==> src/rtl/bank_htu_req_issue.sv <==
// ---------------------------------------------------------------------------
// bank_htu_req_issue
//
// Purpose:
//   Buffers HTU requests (read / write / flush / invalidate) in a small FIFO.
//   Issues them one at a time from a single registered issue stage. Every
//   decoded output comes straight from a flop. The set select is one-hot and
//   is qualified by the issue-stage valid.
//
// Ports:
//   clk_i               - clock
//   rst_i               - asynchronous active-low reset
//   req_valid_i         - upstream request valid
//   req_ready_o         - buffer can accept a request this cycle (registered)
//   req_op_i[1:0]       - 00 read, 01 write, 10 flush, 11 invalidate
//   req_addr_i[31:0]    - byte address: tag [31:10], set [9:6], offset [5]
//   htu_stall_i         - HTU cannot take the presented op this cycle
//   op_is_read_o        - issued op is a read
//   op_is_write_o       - issued op is a write
//   op_is_flush_o       - issued op is a flush
//   op_is_invalidate_o  - issued op is an invalidate
//   set_hit_WV_o[15:0]  - one-hot set select, zero when nothing is issued
//   access_tag_o[21:0]  - tag of the issued op
//   access_offset_o     - half-line offset of the issued op
//   busy_o              - FIFO or issue stage holds an op
//   issue_cnt_o         - running count of issued ops (wraps)
// ---------------------------------------------------------------------------
module bank_htu_req_issue #(
  parameter int FIFO_DEPTH = 2,
  parameter int CNT_W      = 16
) (
  input  logic             clk_i,
  input  logic             rst_i,
  input  logic             req_valid_i,
  output logic             req_ready_o,
  input  logic [1:0]       req_op_i,
  input  logic [31:0]      req_addr_i,
  input  logic             htu_stall_i,
  output logic             op_is_read_o,
  output logic             op_is_write_o,
  output logic             op_is_flush_o,
  output logic             op_is_invalidate_o,
  output logic [15:0]      set_hit_WV_o,
  output logic [21:0]      access_tag_o,
  output logic             access_offset_o,
  output logic             busy_o,
  output logic [CNT_W-1:0] issue_cnt_o
);

  localparam int PTR_W = (FIFO_DEPTH > 1) ? $clog2(FIFO_DEPTH) : 1;
  localparam logic [PTR_W:0]   FULL_C  = (PTR_W+1)'(FIFO_DEPTH);
  localparam logic [PTR_W-1:0] LAST_C  = PTR_W'(FIFO_DEPTH - 1);

  localparam logic [1:0] OP_RD  = 2'b00;
  localparam logic [1:0] OP_WR  = 2'b01;
  localparam logic [1:0] OP_FL  = 2'b10;
  localparam logic [1:0] OP_INV = 2'b11;

  // Request buffer storage (stage p0); data only, no reset needed.
  logic [1:0]  r_fifo_op_p0  [FIFO_DEPTH];
  logic [21:0] r_fifo_tag_p0 [FIFO_DEPTH];
  logic [3:0]  r_fifo_set_p0 [FIFO_DEPTH];
  logic        r_fifo_off_p0 [FIFO_DEPTH];

  // Buffer control.
  logic [PTR_W-1:0] r_head;
  logic [PTR_W-1:0] r_tail;
  logic [PTR_W:0]   r_count;
  logic             r_ready;

  // Issue stage (stage p1); all outputs come from these flops.
  logic             r_vld_p1;
  logic             r_rd_p1;
  logic             r_wr_p1;
  logic             r_fl_p1;
  logic             r_inv_p1;
  logic [15:0]      r_set_hit_p1;
  logic [21:0]      r_tag_p1;
  logic             r_off_p1;
  logic [CNT_W-1:0] r_issue_cnt;

  logic             w_push;
  logic             w_pop;
  logic             w_issue;
  logic             w_fifo_nempty;
  logic [PTR_W:0]   w_count_nxt;
  logic [1:0]       w_head_op;
  logic [3:0]       w_head_set;

  assign w_fifo_nempty = (r_count != '0);
  assign w_push        = req_valid_i & r_ready;
  assign w_issue       = r_vld_p1 & ~htu_stall_i;
  // The issue stage refills whenever it is empty or its op leaves this edge.
  assign w_pop         = w_fifo_nempty & (~r_vld_p1 | ~htu_stall_i);
  assign w_head_op     = r_fifo_op_p0[r_head];
  assign w_head_set    = r_fifo_set_p0[r_head];

  always_comb begin
    w_count_nxt = r_count;
    case ({w_push, w_pop})
      2'b10:   w_count_nxt = r_count + 1'b1;
      2'b01:   w_count_nxt = r_count - 1'b1;
      default: w_count_nxt = r_count;
    endcase
  end

  // ---- stage p0: request buffer write ----
  always_ff @(posedge clk_i) begin
    if (w_push) begin
      r_fifo_op_p0[r_tail]  <= req_op_i;
      r_fifo_tag_p0[r_tail] <= req_addr_i[31:10];
      r_fifo_set_p0[r_tail] <= req_addr_i[9:6];
      r_fifo_off_p0[r_tail] <= req_addr_i[5];
    end
  end

  // Pointers wrap explicitly so the behaviour does not depend on the depth
  // filling the pointer width exactly.
  always_ff @(posedge clk_i or negedge rst_i) begin
    if (!rst_i) begin
      r_head  <= '0;
      r_tail  <= '0;
      r_count <= '0;
      r_ready <= 1'b1;
    end else begin
      if (w_push) r_tail <= (r_tail == LAST_C) ? '0 : r_tail + 1'b1;
      if (w_pop)  r_head <= (r_head == LAST_C) ? '0 : r_head + 1'b1;
      r_count <= w_count_nxt;
      // Ready is registered from the post-edge occupancy, so there is no
      // combinational path from req_valid_i.
      r_ready <= (w_count_nxt != FULL_C);
    end
  end

  // ---- stage p1: issue register ----
  always_ff @(posedge clk_i or negedge rst_i) begin
    if (!rst_i) begin
      r_vld_p1     <= 1'b0;
      r_rd_p1      <= 1'b0;
      r_wr_p1      <= 1'b0;
      r_fl_p1      <= 1'b0;
      r_inv_p1     <= 1'b0;
      r_set_hit_p1 <= '0;
      r_tag_p1     <= '0;
      r_off_p1     <= 1'b0;
    end else if (w_pop) begin
      r_vld_p1     <= 1'b1;
      r_rd_p1      <= (w_head_op == OP_RD);
      r_wr_p1      <= (w_head_op == OP_WR);
      r_fl_p1      <= (w_head_op == OP_FL);
      r_inv_p1     <= (w_head_op == OP_INV);
      r_set_hit_p1 <= 16'h0001 << w_head_set;
      r_tag_p1     <= r_fifo_tag_p0[r_head];
      r_off_p1     <= r_fifo_off_p0[r_head];
    end else if (w_issue) begin
      // Op consumed with nothing behind it: clear so gated outputs read zero.
      r_vld_p1     <= 1'b0;
      r_rd_p1      <= 1'b0;
      r_wr_p1      <= 1'b0;
      r_fl_p1      <= 1'b0;
      r_inv_p1     <= 1'b0;
      r_set_hit_p1 <= '0;
      r_tag_p1     <= '0;
      r_off_p1     <= 1'b0;
    end
  end

  always_ff @(posedge clk_i or negedge rst_i) begin
    if (!rst_i) begin
      r_issue_cnt <= '0;
    end else if (w_issue) begin
      r_issue_cnt <= r_issue_cnt + 1'b1;
    end
  end

  assign req_ready_o        = r_ready;
  assign op_is_read_o       = r_rd_p1;
  assign op_is_write_o      = r_wr_p1;
  assign op_is_flush_o      = r_fl_p1;
  assign op_is_invalidate_o = r_inv_p1;
  assign set_hit_WV_o       = r_set_hit_p1;
  assign access_tag_o       = r_tag_p1;
  assign access_offset_o    = r_off_p1;
  assign busy_o             = w_fifo_nempty | r_vld_p1;
  assign issue_cnt_o        = r_issue_cnt;

endmodule

==> config.mk <==
export PLATFORM = sky130hd
export DESIGN_NAME = bank_htu_req_issue
export DESIGN_NICKNAME = d
export VERILOG_FILES = /design/src/rtl/bank_htu_req_issue.sv
export SDC_FILE = /design/constraint.sdc
export NUM_CORES = 1
export LEC_CHECK = 0
export CAP_MARGIN = 20
export CORE_UTILIZATION = 40
export DETAILED_ROUTE_END_ITERATION = 8
export PLACE_DENSITY_LB_ADDON = 0.15
export RECOVER_POWER = 50
export SETUP_SLACK_MARGIN = 0.02
export SLEW_MARGIN = 30
export SYNTH_ARGS = -nofsm -noshare
export SYNTH_HDL_FRONTEND = slang
export SYNTH_SLANG_ARGS = --single-unit
export TNS_END_PERCENT = 20
==> constraint.sdc <==
create_clock -name clk_i -period 5.65 [get_ports clk_i]
set_input_delay 1.13 -clock clk_i [delete_from_list [all_inputs] [get_ports clk_i]]
set_output_delay 1.13 -clock clk_i [all_outputs]
set_load 0.005 [all_outputs]
==> reports/summary.txt <==
vias in the first global route: 2926
initial antenna violation count: 1
CTS tree: built
Netlist cell types: 36
first-pass GRT wire length: 14.5 mm
row count: 39
internal power: 0.00237 W
sequential-to-total area share from yosys stat: 0.719
met1 Use GR: 0.201
Pins Over Slew Limit: 44
CP Max Fanout: 43
Worst Setup Start Kind: primary input
Syn-to-layout area delta: 34.6%
# diodes: 0
RSZ-0062 raised after global routing: false
hold path start: issue_cnt_o[15]
slew margin rel.: -0.0568
Worst path slowest cell: nand2_1
Final Skew: 5.80 ps
Antenna Nets Post-Route: 0
Worst Reg2Reg Path Length in Cells: 4
layout cells sized above 1: 0.0962
Clock Latency Late Sink: 400 ps
io pins: 99
cts hold-fix bufs: 0
most frequent CP cell: nand2_1
dpl hpwl: 5.37 mm
clock slew at reported path FFs: 50 ps
met3 Use GR: 0.0594
Critical Path Source: htu_stall_i
Post-CTS Resized: 0
Setup CP Type: in2reg
commonest cells after routing, fill and taps aside: 63 x dfrtp_1, 61 x clkdlybuf4s50_1, 58 x edfxtp_1, 41 x nand2_1, 31 x dlygate4sd3_1
Overflow after GRT: 0
# DRC: 0
CTS H-tree depth: 4
via count: 2872
Synthesized Nets: 350
Worst Path Arrival: 3400 ps
FF+latch count, synth: 123
clk buf depth: 2
Layout Nets: 453
flop-to-flop setup slack: 3300 ps
crit path to: set_hit_WV_o[7]
CTS buffer count: 17
maximum clock rate: 0.320 GHz
clock power share: 0.322
leak pwr: 2.53 nW
largest net degree at the start of global routing: 66
Mean Syn Cell Area: 15.1 sq um
failing checks: max-capacitance violations, max-slew violations
CP Capture Type: flip-flop
final core utilization: 0.552
routed wire length: 8.83 mm
setup violators final: 0
Post-synth ARST share: 0.528
Max Cap Viol: 1
Period minus WS final: 3120 ps
TritonRoute pass-1 iters: 4
core area: 11400 sq um
Worst path max stage delay: 910 ps
1st-iter DRT viols: 148
TNS Setup: 0 ps
outcome: finished with violations
Sw Pwr: 0.000948 W
EDFF count, synth: 58
Die ar.: 12200 sq um
switching share of power: 0.286
crit path cell chain: dlygate4sd3_1, nand2_1, nand2_1, a32o_1
Num Clock Sinks: 123
final number of hold-violating endpoints: 0
Port Buffer Count: 93
synthesized cell area: 4690 sq um
Final period util: 0.552
Root Buffer: clkbuf_16
combinational fraction of design power: 0.254
most common cell after layout, fill and taps aside: dfrtp_1
initial core utilization: 0.410
worst r2r src: r_count[0]
actual slew at the worst max-slew pin: 1580 ps
Vias/cell: 5.05
pwr dens: 526 nW/um^2
total global-route track usage: 0.164
RD Place Congestion: 0.733
GRT busiest layer: met2
Primary FF master, synth: dfrtp_1
synthesized instance count: 310
Max VDD drop: 234 uV
FILL cells: 968
Seq pwr share: 0.424
Avg WL per Cell: 15.5 microns
yosys synthesis warning count: 0
DIE HEIGHT: 110 microns
GR Util met2: 0.259
post-CTS setup buffers: 0
Die W: 110 microns
worst r2r dst: access_tag_o[12]
HP Class: reg2reg
Worst EP required: 5930 ps
-- worst max-delay path, delay by kind of cell --
| kind | cells | cell delay, ps |
|---|---|---|
| simple gates | 2 | 1070 |
| buf+inv | 1 | 580 |
| compound gates | 1 | 580 |
-- power by group through the flow --
stage / Combinational (W) / Sequential (W) / Clock, W
after global routing: 0.000938 / 0.00145 / 0.00113
after CTS: 0.000856 / 0.00142 / 0.00109
after global placement: 0.000836 / 0.00142 / 0
after floorplan: 0.000502 / 0.00135 / 0
final: 0.000842 / 0.00141 / 0.00107
after detailed placement: 0.000852 / 0.00143 / 0
-- worst min path at each step --
stage                      end  cells past startpoint
3_5_place_dp   issue_cnt_o[15]                      1
4_1_cts        issue_cnt_o[15]                      1
6_report       issue_cnt_o[15]                      1
2_1_floorplan           r_tail                      1
3_3_place_gp   issue_cnt_o[15]                      1
5_1_grt        issue_cnt_o[15]                      1
-- cells in the mapped netlist, types with 2 or more instances --
cell / count / share of area
o32ai_1: 3 / 0.0056
dfrtp_1: 64 / 0.34
buf_6: 8 / 0.019
inv_1: 4 / 0.0032
xor2_1: 6 / 0.011
o21ai_1: 7 / 0.0075
nand3_1: 5 / 0.0053
buf_2: 2 / 0.0021
nand4_1: 3 / 0.0040
nor2_1: 8 / 0.0064
o21ai_0: 19 / 0.020
nand2_1: 39 / 0.031
edfxtp_1: 58 / 0.37
ha_1: 2 / 0.0053
mux2_2: 2 / 0.0048
and3_1: 5 / 0.0067
a32o_1: 17 / 0.036
mux2i_1: 27 / 0.058
xnor2_1: 14 / 0.026
-- registers in the layout, indices dropped and copies added, names as in the netlist, 2 cells and up --
name	count
r_fifo_off_p0	2
issue_cnt_o	16
r_fifo_op_p0	4
r_fifo_set_p0	8
r_fifo_tag_p0	44
access_tag_o	22
r_count	2
set_hit_WV_o	16
-- metrics by stage --
| step | std cells | setup WS (ps) | total power [W] | hold slack [ps] | area, sq um |
|---|---|---|---|---|---|
| 4_1_cts | 568 | 2750 | 0.00337 | 471 | 6300 |
| 5_1_grt | 569 | 2400 | 0.00351 | 492 | 6310 |
| 2_1_floorplan | 310 | 2780 | 0.00185 | 461 | 4690 |
| 3_3_place_gp | 536 | 2550 | 0.00226 | 458 | 5700 |
| 6_report | 569 | 2530 | 0.00332 | 463 | 6310 |
| 3_5_place_dp | 536 | 2520 | 0.00228 | 464 | 5710 |
-- layer usage --
| metal | part of all wire | vias to the layer above | wire length (microns) |
|---|---|---|---|
| li1 | - | 1347 | - |
| met1 | 0.43 | 1423 | 3780 |
| met2 | 0.49 | 87 | 4330 |
| met3 | 0.066 | 13 | 579 |
| met4 | 0.014 | 2 | 121 |
| met5 | 0.0015 | - | 13 |
-- area by class of cell --
| class | count | area (sq um) | area share |
|---|---|---|---|
| sequential | 123 | 3370 | 0.535 |
| inverter | 5 | 18.8 | 0.00298 |
| tap | 143 | 179 | 0.0284 |
| multi-input combinational | 170 | 1180 | 0.186 |
| clock inverter | 14 | 153 | 0.0242 |
| timing repair buffer | 96 | 968 | 0.154 |
| clock buffer | 18 | 439 | 0.0696 |
-- cell families after synthesis --
group	after synthesis	share of synthesized area
AO/OA/AOI/OAI	50	0.0782
XOR/XNOR	20	0.0374
adder cells (fa/ha/maj)	2	0.00534
buffers and inverters	17	0.0278
flip-flops	123	0.719
multiplexers	29	0.0625
AND/OR/NAND/NOR	69	0.0697
Note: power is estimated with default switching activity, not from simulation.
